`src/rtl/wb_pkg.sv`:
```
// ============================================================================
// Module      : wb_pkg
// Description : Shared encodings and FSM state type for the write-back stage.
// Revision    : 1.0 - initial release
// ============================================================================
`default_nettype none

package wb_pkg;

    localparam logic [1:0] WB_ALU = 2'd0;
    localparam logic [1:0] WB_MEM = 2'd1;
    localparam logic [1:0] WB_PC  = 2'd2;
    localparam logic [1:0] WB_IMM = 2'd3;

    localparam logic [1:0] LD_B = 2'd0;
    localparam logic [1:0] LD_H = 2'd1;
    localparam logic [1:0] LD_W = 2'd2;

    typedef enum logic [0:0] {
        IDLE     = 1'b0,
        WAIT_MEM = 1'b1
    } wb_state_e;

endpackage

`default_nettype wire

```
`src/rtl/wb_load_align.sv`:
```
// ============================================================================
// Module      : wb_load_align
// Description : Extracts a byte/half/word from load data and extends it.
// Revision    : 1.0 - initial release
// ============================================================================
`default_nettype none

module wb_load_align
    import wb_pkg::*;
#(
    parameter int DATA_W = 32
) (
    input  logic [DATA_W-1:0] mem_rdata_i,
    input  logic [1:0]        ld_size_i,
    input  logic              ld_signed_i,
    input  logic [1:0]        ld_offset_i,
    output logic [DATA_W-1:0] ld_data_o
);

    logic [7:0]  byte_w;
    logic [15:0] half_w;

    // Halfword lane uses only offset[1]; an odd offset is silently aligned down.
    always_comb begin
        byte_w = mem_rdata_i[{ld_offset_i, 3'b000} +: 8];
        half_w = mem_rdata_i[{ld_offset_i[1], 4'b0000} +: 16];
        case (ld_size_i)
            LD_B:    ld_data_o = {{(DATA_W-8){ld_signed_i & byte_w[7]}}, byte_w};
            LD_H:    ld_data_o = {{(DATA_W-16){ld_signed_i & half_w[15]}}, half_w};
            default: ld_data_o = mem_rdata_i;
        endcase
    end

endmodule

`default_nettype wire

```
`src/rtl/wb_stage_p.sv`:
```
// ============================================================================
// Module      : wb_stage_p
// Description : Write-back stage: source select, load alignment, late-memory
//               wait, register-file write and forwarding. Optional retire
//               counter enabled by defining WB_RETIRE_CNT_EN.
// Revision    : 1.0 - initial release
// ============================================================================
`default_nettype none

module wb_stage_p
    import wb_pkg::*;
#(
    parameter int DATA_W      = 32,
    parameter int RADDR_W     = 6,
    parameter int ZERO_REG_EN = 1
) (
    input  logic               clk,
    input  logic               rst,
    input  logic               in_valid,
    output logic               in_ready,
    input  logic [1:0]         wb_sel,
    input  logic               reg_write,
    input  logic [RADDR_W-1:0] rd,
    input  logic [DATA_W-1:0]  alu_result,
    input  logic [DATA_W-1:0]  pc_link,
    input  logic [DATA_W-1:0]  imm,
    input  logic [1:0]         ld_size,
    input  logic               ld_signed,
    input  logic [1:0]         ld_offset,
    input  logic               mem_rvalid,
    input  logic [DATA_W-1:0]  mem_rdata,
`ifdef WB_RETIRE_CNT_EN
    output logic [31:0]        retire_cnt,
`endif
    output logic               rf_we,
    output logic [RADDR_W-1:0] rf_waddr,
    output logic [DATA_W-1:0]  rf_wdata,
    output logic               fwd_valid,
    output logic [RADDR_W-1:0] fwd_rd,
    output logic [DATA_W-1:0]  fwd_data
);

    wb_state_e          state_q, state_d;
    logic [RADDR_W-1:0] pend_rd_q;
    logic               pend_we_q;
    logic [1:0]         pend_size_q;
    logic               pend_signed_q;
    logic [1:0]         pend_off_q;

    logic               rf_we_q;
    logic [RADDR_W-1:0] rf_waddr_q;
    logic [DATA_W-1:0]  rf_wdata_q;

    logic               accept;
    logic               done;
    logic               latch;
    logic               wr_en;
    logic [RADDR_W-1:0] wr_rd;
    logic [DATA_W-1:0]  wr_data;
    logic [DATA_W-1:0]  src_data;
    logic [DATA_W-1:0]  ld_data;
    logic               zero_hit;

    logic [1:0]         al_size;
    logic               al_signed;
    logic [1:0]         al_off;

    // While waiting, the aligner must use the load attributes captured at accept.
    assign al_size   = (state_q == WAIT_MEM) ? pend_size_q   : ld_size;
    assign al_signed = (state_q == WAIT_MEM) ? pend_signed_q : ld_signed;
    assign al_off    = (state_q == WAIT_MEM) ? pend_off_q    : ld_offset;

    wb_load_align #(
        .DATA_W (DATA_W)
    ) u_align (
        .mem_rdata_i (mem_rdata),
        .ld_size_i   (al_size),
        .ld_signed_i (al_signed),
        .ld_offset_i (al_off),
        .ld_data_o   (ld_data)
    );

    always_comb begin
        case (wb_sel)
            WB_ALU:  src_data = alu_result;
            WB_MEM:  src_data = ld_data;
            WB_PC:   src_data = pc_link;
            default: src_data = imm;
        endcase
    end

    assign in_ready = (state_q == IDLE);
    assign accept   = in_valid && in_ready;

    always_comb begin
        state_d = state_q;
        done    = 1'b0;
        latch   = 1'b0;
        wr_en   = reg_write;
        wr_rd   = rd;
        wr_data = src_data;
        case (state_q)
            IDLE: begin
                if (accept) begin
                    if (wb_sel != WB_MEM || mem_rvalid) begin
                        done = 1'b1;
                    end else begin
                        latch   = 1'b1;
                        state_d = WAIT_MEM;
                    end
                end
            end
            WAIT_MEM: begin
                wr_en   = pend_we_q;
                wr_rd   = pend_rd_q;
                wr_data = ld_data;
                if (mem_rvalid) begin
                    done    = 1'b1;
                    state_d = IDLE;
                end
            end
        endcase
    end

    assign zero_hit = (ZERO_REG_EN != 0) && (wr_rd == '0);

    always_ff @(posedge clk) begin
        if (rst) begin
            state_q       <= IDLE;
            pend_rd_q     <= '0;
            pend_we_q     <= 1'b0;
            pend_size_q   <= '0;
            pend_signed_q <= 1'b0;
            pend_off_q    <= '0;
            rf_we_q       <= 1'b0;
            rf_waddr_q    <= '0;
            rf_wdata_q    <= '0;
        end else begin
            state_q <= state_d;
            if (latch) begin
                pend_rd_q     <= rd;
                pend_we_q     <= reg_write;
                pend_size_q   <= ld_size;
                pend_signed_q <= ld_signed;
                pend_off_q    <= ld_offset;
            end
            rf_we_q <= done && wr_en && !zero_hit;
            // Address and data still update on suppressed writes; they hold otherwise.
            if (done) begin
                rf_waddr_q <= wr_rd;
                rf_wdata_q <= wr_data;
            end
        end
    end

`ifdef WB_RETIRE_CNT_EN
    logic [31:0] retire_q;

    always_ff @(posedge clk) begin
        if (rst) begin
            retire_q <= '0;
        end else if (done) begin
            retire_q <= retire_q + 32'd1;
        end
    end

    assign retire_cnt = retire_q;
`endif

    assign rf_we     = rf_we_q;
    assign rf_waddr  = rf_waddr_q;
    assign rf_wdata  = rf_wdata_q;
    assign fwd_valid = rf_we_q;
    assign fwd_rd    = rf_waddr_q;
    assign fwd_data  = rf_wdata_q;

endmodule

`default_nettype wire

```
`config.mk`:
```
export PLATFORM = sky130hd
export DESIGN_NAME = wb_stage_p
export DESIGN_NICKNAME = d
export VERILOG_FILES = /design/src/rtl/wb_pkg.sv /design/src/rtl/wb_load_align.sv /design/src/rtl/wb_stage_p.sv
export SDC_FILE = /design/constraint.sdc
export NUM_CORES = 1
export LEC_CHECK = 0
export ABC_AREA = 1
export CAP_MARGIN = 20
export CORE_ASPECT_RATIO = 0.9
export CORE_MARGIN = 5
export CORE_UTILIZATION = 33
export DETAILED_ROUTE_END_ITERATION = 7
export PLACE_DENSITY_LB_ADDON = 0.05
export SYNTH_ARGS = -nofsm -noshare
export SYNTH_HDL_FRONTEND = slang
export SYNTH_SLANG_ARGS = --single-unit
```
`constraint.sdc`:
```
create_clock -name clk -period 4.9 [get_ports clk]
set_clock_uncertainty 0.2 [all_clocks]
set_input_delay 0.98 -clock clk [delete_from_list [all_inputs] [get_ports clk]]
set_output_delay 0.98 -clock clk [all_outputs]
set_load 0.005 [all_outputs]
```
==> impl_metrics.json <==
{
  "n_antenna_cell": 0,
  "setup-tns-final_ns": 0,
  "drive_gt1_share_pct": 8.105,
  "hp-class": "reg -> reg",
  "grt_max_degree": 64,
  "hpwl_um": 13260,
  "initial_core_util_pct": 33.81,
  "p_leak_nw": 2.547,
  "totalWireLength_um": 17200,
  "h-tree-depth": 2,
  "postSynthAreaPerCell_um2": 6.395,
  "cts-resized-gates": 0,
  "die-height_um": 115.7,
  "io_buffers": 224,
  "core_area_um2": 12120,
  "dieWidth_um": 127.5,
  "grt_pass1_vias": 4840,
  "p_sw_share_pct": 30.66,
  "synth-seq-area-share_pct": 25.40,
  "ys_warn_count": 0,
  "postCtsHoldBufs": 0,
  "crit_path_end": "fwd_data[21]",
  "synth_cell_types": 38,
  "fillCellCount": 1234,
  "path_class": "in -> reg",
  "switching_power_mw": 0.4329,
  "clk_path_buf_depth": 2,
  "cts_tree": "built",
  "required_ns": 4.85,
  "finalCritPeriodShare_pct": 71.33,
  "p_seq_share_pct": 34.3,
  "first_pass_iters": 5,
  "rr_worst_depth": 8,
  "tightest_slew_ns": 0.9801,
  "hold_viol": 0,
  "min_period_ns": 3.495,
  "routedWlPerCell_um": 17.88,
  "max_freq_ghz": 0.2861,
  "drtIter0Drc": 266,
  "internal_power_mw": 0.9791,
  "cts_inserted_buffers": 5,
  "rr_endpoint": "fwd_data[21]",
  "area_delta_synth_final_pct": 53.42,
  "cts_setup_buffers": 0,
  "critPathLaunchType": "primary input",
  "root_buffer": "clkbuf_16",
  "ys.flop_type": "dfxtp_1",
  "post-route-util_pct": 51.87,
  "drv_slew": 0,
  "syn_inst": 641,
  "clkTransAtPathRegs_ns": 0.07,
  "insertion_delay_ns": 0.29,
  "clock_sinks": 52,
  "dieArea_um2": 14750,
  "rsz0062_at_grt": "no",
  "synth_seq_cells": 52,
  "vias_per_cell": 5.063,
  "critPathMaxFanout": 63,
  "r2r_setup_slack_ns": 2.01,
  "ant_nets": 0,
  "track_usage_pct": 22.49,
  "arrival_ns": 3.45,
  "maxCapViolations": 0,
  "ios": 225,
  "via_count": 4871,
  "p_comb_share_pct": 36.2,
  "ir_worst_vdd_mv": 0.1288,
  "hold_start": "pend_size_q[0]",
  "run_status": "finished clean",
  "fp-row-count": 38,
  "setup_viol": 0,
  "gp_congestion": 0.8617,
  "grt_overflow_total": 0,
  "grt_first_pass_wirelength_um": 26190,
  "startpoint": "wb_sel[0]",
  "powerDensity_nw_per_um2": 224.5,
  "r2r-start": "state_q",
  "synth_fp_nets": 787,
  "synthArstFlopShare_pct": 0,
  "netlist_area_um2": 4099,
  "end_kind": "flip-flop",
  "synth_edf_count": 0,
  "slew_headroom_pct": 34.66,
  "clockPowerShare_pct": 29.5,
  "nets": 947,
  "antenna_found_initial": 0,
  "drc": 0
}
critical path, cell delays in order:
cell,delay (ns)
clkdlybuf4s50_1,0.46
buf_4,0.24
inv_1,0.10
nor2_2,0.19
inv_1,0.07
nor2_1,0.13
inv_1,0.07
o211ai_2,0.22
inv_2,0.54
o21ai_0,0.37
a21oi_2,0.05
through the flow:
step | power (mW) | cells | hold slack, ns | setup WS [ns] | instance area (µm²)
floorplan | 0.7433 | 641 | 0.2292 | 2.560 | 4099
detailed placement | 1.005 | 953 | 0.2506 | 1.103 | 6102
global route | 1.488 | 962 | 0.2832 | 1.057 | 6289
global placement | 1.001 | 953 | 0.2422 | 1.213 | 6102
CTS | 1.423 | 961 | 0.2606 | 1.415 | 6274
finish | 1.412 | 962 | 0.2535 | 1.405 | 6289
logic make-up after synthesis:
logic type / share of synthesized area, %
simple gates: 26.98
compound gates: 30.83
mux: 0.4884
buf+inv: 16.30
flops: 25.40
how the worst min path moves through the flow:
stage                endpoint  slack, ns  cells past startpoint
2_1_floorplan  pend_size_q[0]       0.23                      2
3_3_place_gp   pend_size_q[0]       0.24                      2
3_5_place_dp   pend_size_q[0]       0.25                      2
4_1_cts        pend_size_q[0]       0.26                      2
5_1_grt             pend_we_q       0.28                      2
6_report       pend_size_q[0]       0.25                      2
synthesized netlist by cell type, drive strengths merged, types with 3 or more instances:
library cell | n | share of area (%)
nor2 | 40 | 4.3
nand2 | 173 | 17
a21oi | 49 | 6.9
o21ai | 132 | 17
a211oi | 3 | 0.55
inv | 42 | 4.0
o21a | 8 | 1.5
o211ai | 10 | 2.3
or2 | 5 | 0.76
a221oi | 9 | 1.9
nand3 | 16 | 2.0
nand4 | 15 | 2.8
clkbuf | 18 | 1.7
buf | 62 | 11
dfxtp | 52 | 25
power by group through the flow:
stage	combinational, mW	clock (mW)	sequential, mW
floorplan	0.255	0	0.488
global placement	0.509	0	0.492
detailed placement	0.511	0	0.494
CTS	0.513	0.425	0.484
global route	0.558	0.440	0.490
finish	0.511	0.417	0.484
cells in the final DEF, fill, tap and decap left out, types with 2 or more instances in the layout:
cell type / synthesis / routed
buf_4: 40 / 8
inv_2: 2 / 2
o21a_1: 8 / 8
nand4_1: 13 / 13
nor2_1: 35 / 34
nor2_4: 3 / 3
nand2_2: 5 / 5
a211oi_1: 3 / 3
nand2_4: 4 / 4
dfxtp_1: 52 / 52
a21oi_1: 39 / 39
o21ai_2: 10 / 10
o211ai_1: 8 / 8
nor2_2: 2 / 3
nor3_1: 2 / 2
a21oi_2: 10 / 10
inv_1: 39 / 39
a221oi_1: 9 / 9
nand3_1: 16 / 16
or2_2: 5 / 5
nand2_1: 164 / 164
inv_6: 1 / 2
clkdlybuf4s50_1: 0 / 224
clkbuf_16: 0 / 5
o21ai_0: 120 / 120
mux2i_1: 2 / 2
registers in the layout, indices dropped and copies added, names as in the netlist:
| register | count |
|---|---|
| pend_size_q | 2 |
| pend_off_q | 2 |
| pend_signed_q | 1 |
| fwd_data | 32 |
| pend_we_q | 1 |
| fwd_rd | 6 |
| pend_rd_q | 6 |
| fwd_valid | 1 |
| state_q | 1 |
per-layer routing:
metal | wire length (µm) | GRT usage, % | up-vias
met2 | 8115 | 38.48 | 167
met4 | 311 | 5.218 | 0
met1 | 7754 | 29.83 | 2258
met3 | 1018 | 3.733 | 17
li1 | - | - | 2429
met5 | 0 | 0 | -
layout make-up:
type / count / area [µm²] / area share, %
repair buffers: 233 / 2317 / 36.85
clock buffers: 5 / 125.1 / 1.990
clock inverters: 3 / 46.29 / 0.7362
inverters: 43 / 166.4 / 2.646
multi-input cells: 466 / 2392 / 38.04
flip-flops and latches: 52 / 1041 / 16.55
well taps: 160 / 200.2 / 3.183
Note: power is estimated with default switching activity, not from simulation.
